## config.mk

```make
export PLATFORM = sky130hd
export DESIGN_NAME = package_mode_ctrl_flat
export DESIGN_NICKNAME = d
export VERILOG_FILES = /design/src/rtl/package_mode_ctrl_pkg.sv /design/src/rtl/package_mode_ctrl_if.sv /design/src/rtl/package_mode_ctrl_drain_timer.sv /design/src/rtl/package_mode_ctrl.sv /design/src/flat_wrapper.sv
export SDC_FILE = /design/constraint.sdc
export NUM_CORES = 1
export LEC_CHECK = 0
export BUFFER_PORTS_ARGS = -buffer_cell sky130_fd_sc_hd__buf_2
export CAP_MARGIN = 30
export CORE_MARGIN = 8
export CORE_UTILIZATION = 40
export DETAILED_ROUTE_END_ITERATION = 8
export PLACE_DENSITY = 0.73
export REMOVE_ABC_BUFFERS = 1
export SETUP_SLACK_MARGIN = 0.05
export SLEW_MARGIN = 30
export SYNTH_ARGS = -nofsm -noshare
export SYNTH_HDL_FRONTEND = slang
export SYNTH_SLANG_ARGS = --single-unit
```

## constraint.sdc

```tcl
create_clock -name clk -period 4.3 [get_ports clk]
set_clock_uncertainty 0.05 [all_clocks]
set_input_delay 0.215 -clock clk [delete_from_list [all_inputs] [get_ports clk]]
set_output_delay 0.215 -clock clk [all_outputs]
set_load 0.05 [all_outputs]
```

## src/rtl/package_mode_ctrl_pkg.sv

```systemverilog
// Shared types for the packager self-test mode sequencer.
package pkt_ctrl_pkg;

  localparam int PKT_CNT_W_DEFAULT = 16;

  typedef enum logic [2:0] {
    ST_ADC,
    ST_DRAIN_A,
    ST_GEN_START,
    ST_GEN_RUN,
    ST_DRAIN_G
  } state_e;

endpackage

```

## src/rtl/package_mode_ctrl_if.sv

```systemverilog
// Register-file / packager / generator signals of package_mode_ctrl.
interface package_mode_ctrl_if #(
  parameter int PKT_CNT_W = pkt_ctrl_pkg::PKT_CNT_W_DEFAULT
);
  logic                 rf_self_test_en;
  logic [PKT_CNT_W-1:0] rf_test_pkt_num;
  logic                 pkt_busy;
  logic                 pkt_gen_done;
  logic                 rf_self_test_mode;
  logic                 pkt_gen_start;
  logic                 pkt_gen_stop;
  logic                 test_active;
  logic [PKT_CNT_W-1:0] test_pkt_cnt;
  logic                 test_done;
  logic                 drain_timeout_err;

  modport master (
    output rf_self_test_en, rf_test_pkt_num, pkt_busy, pkt_gen_done,
    input  rf_self_test_mode, pkt_gen_start, pkt_gen_stop, test_active,
           test_pkt_cnt, test_done, drain_timeout_err
  );

  modport slave (
    input  rf_self_test_en, rf_test_pkt_num, pkt_busy, pkt_gen_done,
    output rf_self_test_mode, pkt_gen_start, pkt_gen_stop, test_active,
           test_pkt_cnt, test_done, drain_timeout_err
  );
endinterface

```

## src/rtl/package_mode_ctrl_drain_timer.sv

```systemverilog
// Drain watchdog: fires after LIMIT busy cycles spent in a drain state.
module pkt_drain_timer #(
  parameter int LIMIT = 1024
) (
  input  logic clk,
  input  logic rst,
  input  logic i_arm,
  input  logic i_busy,
  output logic o_fire
);
  localparam int            TW   = (LIMIT > 1) ? $clog2(LIMIT) : 1;
  localparam logic [TW-1:0] LOAD = TW'(LIMIT - 1);

  logic [TW-1:0] r_cnt;

  // Reloads whenever the FSM is outside a drain state, so every drain visit starts fresh.
  always_ff @(posedge clk) begin
    if (rst || !i_arm)
      r_cnt <= LOAD;
    else if (i_busy && r_cnt != '0)
      r_cnt <= r_cnt - 1'b1;
  end

  assign o_fire = i_arm && i_busy && (r_cnt == '0);
endmodule

```

## src/rtl/package_mode_ctrl.sv

```systemverilog
// Self-test mux sequencer; switches only at packet boundaries.
// Drain watchdog enabled by PACKAGE_MODE_CTRL_TIMEOUT_EN.
//
// state        | meaning
// ST_ADC       | mux on ADC, idle
// ST_DRAIN_A   | self-test requested, waiting for packager idle
// ST_GEN_START | mux on generator, start pulse, count cleared
// ST_GEN_RUN   | counting generated packets against the limit
// ST_DRAIN_G   | generator stopped, waiting for packager idle
module package_mode_ctrl
  import pkt_ctrl_pkg::*;
#(
  parameter int PKT_CNT_W     = PKT_CNT_W_DEFAULT,
  parameter int DRAIN_TIMEOUT = 1024
) (
  input  logic                clk,
  input  logic                rst,
  package_mode_ctrl_if.slave  bus
);
  localparam logic [PKT_CNT_W-1:0] CNT_MAX = '1;

  state_e               r_state;
  logic                 r_mode, r_start, r_stop, r_active, r_done, r_err;
  logic [PKT_CNT_W-1:0] r_cnt;
  logic [PKT_CNT_W-1:0] w_cnt_inc;
  logic                 w_limit_hit, w_fire, w_idle;

  assign w_cnt_inc   = (bus.pkt_gen_done && r_cnt != CNT_MAX) ? r_cnt + 1'b1 : r_cnt;
  // Compare against the post-increment count so a done landing on the limit exits at once.
  assign w_limit_hit = (bus.rf_test_pkt_num != '0) && (w_cnt_inc >= bus.rf_test_pkt_num);

`ifdef PACKAGE_MODE_CTRL_TIMEOUT_EN
  logic w_drain;
  assign w_drain = (r_state == ST_DRAIN_A) || (r_state == ST_DRAIN_G);

  pkt_drain_timer #(.LIMIT(DRAIN_TIMEOUT)) u_drain_timer (
    .clk    (clk),
    .rst    (rst),
    .i_arm  (w_drain),
    .i_busy (bus.pkt_busy),
    .o_fire (w_fire)
  );
`else
  assign w_fire = 1'b0;
`endif

  assign w_idle = !bus.pkt_busy || w_fire;

  always_ff @(posedge clk) begin
    if (rst) begin
      r_state  <= ST_ADC;
      r_mode   <= 1'b0;
      r_start  <= 1'b0;
      r_stop   <= 1'b0;
      r_active <= 1'b0;
      r_done   <= 1'b0;
      r_err    <= 1'b0;
      r_cnt    <= '0;
    end else begin
      r_start <= 1'b0;
      r_stop  <= 1'b0;
      r_done  <= 1'b0;
      case (r_state)
        ST_ADC: begin
          if (bus.rf_self_test_en) r_state <= ST_DRAIN_A;
        end
        ST_DRAIN_A: begin
          if (!bus.rf_self_test_en) begin
            r_state <= ST_ADC;
          end else if (w_idle) begin
            r_state  <= ST_GEN_START;
            r_mode   <= 1'b1;
            r_active <= 1'b1;
            r_start  <= 1'b1;
            r_cnt    <= '0;
            if (w_fire) r_err <= 1'b1;
          end
        end
        ST_GEN_START: begin
          r_state <= ST_GEN_RUN;
        end
        ST_GEN_RUN: begin
          r_cnt <= w_cnt_inc;
          if (!bus.rf_self_test_en || w_limit_hit) begin
            r_state <= ST_DRAIN_G;
            r_stop  <= 1'b1;
          end
        end
        ST_DRAIN_G: begin
          r_cnt <= w_cnt_inc;
          if (w_idle) begin
            r_state  <= ST_ADC;
            r_mode   <= 1'b0;
            r_active <= 1'b0;
            r_done   <= 1'b1;
            if (w_fire) r_err <= 1'b1;
          end
        end
        default: begin
          r_state  <= ST_ADC;
          r_mode   <= 1'b0;
          r_active <= 1'b0;
        end
      endcase
    end
  end

  assign bus.rf_self_test_mode = r_mode;
  assign bus.pkt_gen_start     = r_start;
  assign bus.pkt_gen_stop      = r_stop;
  assign bus.test_active       = r_active;
  assign bus.test_pkt_cnt      = r_cnt;
  assign bus.test_done         = r_done;
  assign bus.drain_timeout_err = r_err;
endmodule
```

## src/flat_wrapper.sv

```systemverilog
// flat-port wrapper written by rule: the top's interface ports become plain ports
module package_mode_ctrl_flat import pkt_ctrl_pkg::*;
#(
  parameter int PKT_CNT_W     = PKT_CNT_W_DEFAULT,
  parameter int DRAIN_TIMEOUT = 1024
)
  (clk, rst, bus_rf_self_test_en, bus_rf_test_pkt_num, bus_pkt_busy, bus_pkt_gen_done, bus_rf_self_test_mode, bus_pkt_gen_start, bus_pkt_gen_stop, bus_test_active, bus_test_pkt_cnt, bus_test_done, bus_drain_timeout_err);
  package_mode_ctrl_if #(.PKT_CNT_W(PKT_CNT_W)) bus_i ();
  input  logic clk;
  input  logic rst;
  input wire logic [$bits(bus_i.rf_self_test_en)-1:0] bus_rf_self_test_en;
  input wire logic [$bits(bus_i.rf_test_pkt_num)-1:0] bus_rf_test_pkt_num;
  input wire logic [$bits(bus_i.pkt_busy)-1:0] bus_pkt_busy;
  input wire logic [$bits(bus_i.pkt_gen_done)-1:0] bus_pkt_gen_done;
  output wire logic [$bits(bus_i.rf_self_test_mode)-1:0] bus_rf_self_test_mode;
  output wire logic [$bits(bus_i.pkt_gen_start)-1:0] bus_pkt_gen_start;
  output wire logic [$bits(bus_i.pkt_gen_stop)-1:0] bus_pkt_gen_stop;
  output wire logic [$bits(bus_i.test_active)-1:0] bus_test_active;
  output wire logic [$bits(bus_i.test_pkt_cnt)-1:0] bus_test_pkt_cnt;
  output wire logic [$bits(bus_i.test_done)-1:0] bus_test_done;
  output wire logic [$bits(bus_i.drain_timeout_err)-1:0] bus_drain_timeout_err;
  assign bus_i.rf_self_test_en = bus_rf_self_test_en;
  assign bus_i.rf_test_pkt_num = bus_rf_test_pkt_num;
  assign bus_i.pkt_busy = bus_pkt_busy;
  assign bus_i.pkt_gen_done = bus_pkt_gen_done;
  assign bus_rf_self_test_mode = bus_i.rf_self_test_mode;
  assign bus_pkt_gen_start = bus_i.pkt_gen_start;
  assign bus_pkt_gen_stop = bus_i.pkt_gen_stop;
  assign bus_test_active = bus_i.test_active;
  assign bus_test_pkt_cnt = bus_i.test_pkt_cnt;
  assign bus_test_done = bus_i.test_done;
  assign bus_drain_timeout_err = bus_i.drain_timeout_err;
  package_mode_ctrl #(.PKT_CNT_W(PKT_CNT_W), .DRAIN_TIMEOUT(DRAIN_TIMEOUT)) u_core (.clk(clk), .rst(rst), .bus(bus_i));
endmodule
```

==> parameters.txt <==
Parameter                              Value

Synthesis
  Primary flip-flop cell chosen by synthesis mapping    sky130_fd_sc_hd__dfxtp_1
  Synth top area cells    sky130_fd_sc_hd__dfxtp_1 (26%), sky130_fd_sc_hd__ha_1 (12%), sky130_fd_sc_hd__xnor2_1 (6.4%)
  Mapped Area    0.00177 mm²
  Total of flip-flops plus latches after synthesis    23
  Number of unique standard cell types used by synthesis    45
  Cell taking the most area after synthesis    sky130_fd_sc_hd__dfxtp_1
  Syn avg cell area    7.64 µm²
  Yosys warning count    0
  Portion of the post-synthesis area used by sequential elements    0.260
  Fraction of registers with async set/reset    0
  Instance count of the mapped netlist    232
  Share of the synthesized area in the top cell type    0.260
  Number of enable flip-flop cells after synthesis    0

Global routing
  Vias in the first global route    1586
  Largest net degree at the start of global routing    22
  Sum of overflow across all layers after global routing    0
  Global-route usage over all layers    0.133
  Global-route wire length before repair    7230 µm
  Antenna violations before repair    0

Clocking
  Count of hold-fix buffers inserted at cts    0
  CTS HTree Levels    1
  Number of post-CTS setup repair buffers    0
  Post-cts repair resize count    0
  Maximum buffer depth of the clock tree    2
  Clock tree root buffer cell    sky130_fd_sc_hd__clkbuf_8
  Insertion delay to the later sink of the worst-skew pair    0.26 ns
  Clock tree from TritonCTS    built
  Inserted Clock Buffers    3
  Clock-pin slew reported for the worst setup and hold paths after clock tree synthesis    0.09 ns
  TritonCTS Sinks    23

Worst setup path
  Startpoint of the worst register-to-register path    u_core.bus.test_pkt_cnt[3]
  Critical path capture point type    flop
  Top fanout value on the critical path    9
  Worst setup path startpoint    u_core.bus.test_pkt_cnt[3]
  Reg-to-reg slack, setup    0.72 ns
  Nature of the critical path startpoint    flop
  Cell depth of the worst flop-to-flop path    11
  FF-to-FF End    u_core.r_state[1]
  Slowest stage delay, CP    0.52 ns
  Critical Path, Cell by Cell    nand4_2 -> or3_4 -> o41ai_1 -> or3_1 -> xnor2_1 -> ha_1 -> nand2_1 -> or4_1 -> o211ai_1 -> a21boi_0 -> a31oi_1
  Slowest library cell on the worst path    sky130_fd_sc_hd__or4_1
  Data arrival time of the critical path    3.68 ns
  Type of the worst setup path    flop to flop
  Required arrival time at the worst endpoint    4.40 ns

Floorplan
  Die height    82.6 µm
  Number of top-level pins    43
  Initial Utilization    0.410
  Number of core rows    24
  Core ar.    0.00432 mm²
  Die footprint    0.00681 mm²
  DIE WIDTH    82.6 µm

Route
  Number of optimization iterations in the first detailed-route pass    4
  Final ANT Viol Nets    0
  Vias after detailed routing    1727
  DR iter-0 viols    72
  DRC violations left    0
  Vias per cell    5.43
  Routed wire length    4480 µm
  Routed len/inst    14.1 µm

Finish
  Antenna diode count    0
  Count of fill cells added during filler insertion    438
  Most frequent standard cell in the layout excluding fill and tap cells    sky130_fd_sc_hd__buf_2
  Layout cells sized above 1    0.192
  Area growth, synth to finish    15.0%
  Final core utilization    0.471
  Nets@finish    305
  Commonest cells after routing, fill and taps aside    sky130_fd_sc_hd__buf_2 (41), sky130_fd_sc_hd__inv_1 (23), sky130_fd_sc_hd__dfxtp_1 (23)

Min path
  Worst-case hold path end point    u_core.bus.test_done
  Worst Hold Class    input pin to flop
  Hold path startpoint    bus_pkt_busy
  Hold depth    2

Timing
  RSZ-0062 raised after global routing    no
  Number of pins exceeding their max-slew limit in the final report    0
  Headroom to the max-slew limit    0.548
  Number of setup violations in the final report    0
  Final period util    0.834
  Maximum clock rate    279 MHz
  Worst Max-Slew Pin Slew    0.677 ns
  Final hold violation count    0
  Setup_tns    0 ns
  Min Hold Slack    0.115 ns
  Post-layout min period    3.58 ns

Pwr
  Leakage component of the power    0.961 nW
  Largest voltage drop on the vdd net    0.000124 V
  Power density over the cells    201 mW/mm²

Outcome
  Run status    completed

Placement
  Final RePlAce weighted congestion    0.841
  Count of input and output buffers    41
  HPWL Detailed    3520 µm

Job
  Max-cap violation count    0
==> registers in the layout, indices dropped and copies added (netlist names) <==
register and cells:
u_core.bus.pkt_gen_start 1, u_core.bus.pkt_gen_stop 1, u_core.bus.test_active 1, u_core.bus.test_done 1, u_core.bus.test_pkt_cnt 16, u_core.r_state 3
==> synthesized netlist by cell type (2+ instances only) <==
library cell and n:
sky130_fd_sc_hd__dfxtp_1 23, sky130_fd_sc_hd__inv_1 23, sky130_fd_sc_hd__nand2_1 21, sky130_fd_sc_hd__ha_1 17
sky130_fd_sc_hd__nor2_1 16, sky130_fd_sc_hd__o21ai_0 13, sky130_fd_sc_hd__xnor2_1 13, sky130_fd_sc_hd__a21oi_1 9
sky130_fd_sc_hd__nand3_1 9, sky130_fd_sc_hd__a31oi_1 8, sky130_fd_sc_hd__a21o_1 7, sky130_fd_sc_hd__clkbuf_1 7
sky130_fd_sc_hd__nor3_1 6, sky130_fd_sc_hd__o31ai_1 6, sky130_fd_sc_hd__nand4_1 5, sky130_fd_sc_hd__nor4_1 5
sky130_fd_sc_hd__or3_1 4, sky130_fd_sc_hd__and3_1 3, sky130_fd_sc_hd__o211ai_1 3, sky130_fd_sc_hd__or4_1 3
sky130_fd_sc_hd__and2_1 2, sky130_fd_sc_hd__buf_2 2, sky130_fd_sc_hd__buf_4 2, sky130_fd_sc_hd__nor2b_1 2
sky130_fd_sc_hd__o21a_1 2, sky130_fd_sc_hd__xor2_1 2
==> where the power goes <==
part           internal [mW]  switching, mW
registers              0.215        0.00234
clock network         0.0647         0.0724
logic                 0.0210         0.0343
==> kinds of logic (layout without fill, tap and decap cells) <==
logic type | after synthesis | in the layout | synth area share
AND/OR/NAND/NOR | 84 | 84 | 0.253
AO/OA/AOI/OAI | 58 | 58 | 0.213
buffers and inverters | 34 | 68 | 0.0777
flip-flops | 23 | 23 | 0.260
adder cells (fa/ha/maj) | 17 | 17 | 0.120
XOR/XNOR | 15 | 15 | 0.0742
other | 1 | 1 | 0.00212
==> final cells by class <==
class                      count  area (µm²)  area share
multi-input combinational    175        1170       0.576
sequential                    23         460       0.226
timing repair buffer          41         205       0.101
inverter                      23        86.3      0.0424
tap                           52        65.1      0.0319
clock buffer                   3        41.3      0.0203
clock inverter                 1        5.00     0.00246
==> how the worst max path moves through the flow <==
stage,cells after the start,to,slack [ns]
2_1_floorplan,11,u_core.r_state[1],0.74
3_3_place_gp,11,u_core.r_state[1],0.89
3_5_place_dp,11,u_core.r_state[1],0.77
4_1_cts,11,u_core.r_state[1],0.75
5_1_grt,11,u_core.r_state[1],0.47
6_report,11,u_core.r_state[1],0.72
==> worst max-delay path: cells and delay by family, from the launching register on <==
kind / cells / cell delay [ns]
adder cells (fa/ha/maj): 1 / 0.28
AO/OA/AOI/OAI: 4 / 1.18
flip-flops: 1 / 0.50
AND/OR/NAND/NOR: 5 / 1.38
XOR/XNOR: 1 / 0.08
==> metal layers <==
metal	up-vias	share of wire	track usage
met5	-	0	0
li1	897	-	-
met4	0	0.022	0.0448
met2	60	0.44	0.227
met3	8	0.092	0.0379
met1	762	0.44	0.155
==> metrics by stage <==
stage / setup WS [ns] / instance area [µm²] / cells / total power, mW
after global placement: 0.893 / 1990 / 314 / 0.277
final: 0.716 / 2040 / 318 / 0.409
after global routing: 0.467 / 2040 / 318 / 0.429
after CTS: 0.752 / 2040 / 318 / 0.415
after floorplan: 0.744 / 1720 / 221 / 0.256
after detailed placement: 0.768 / 1990 / 314 / 0.277
Power figures use the tool's default switching activity.
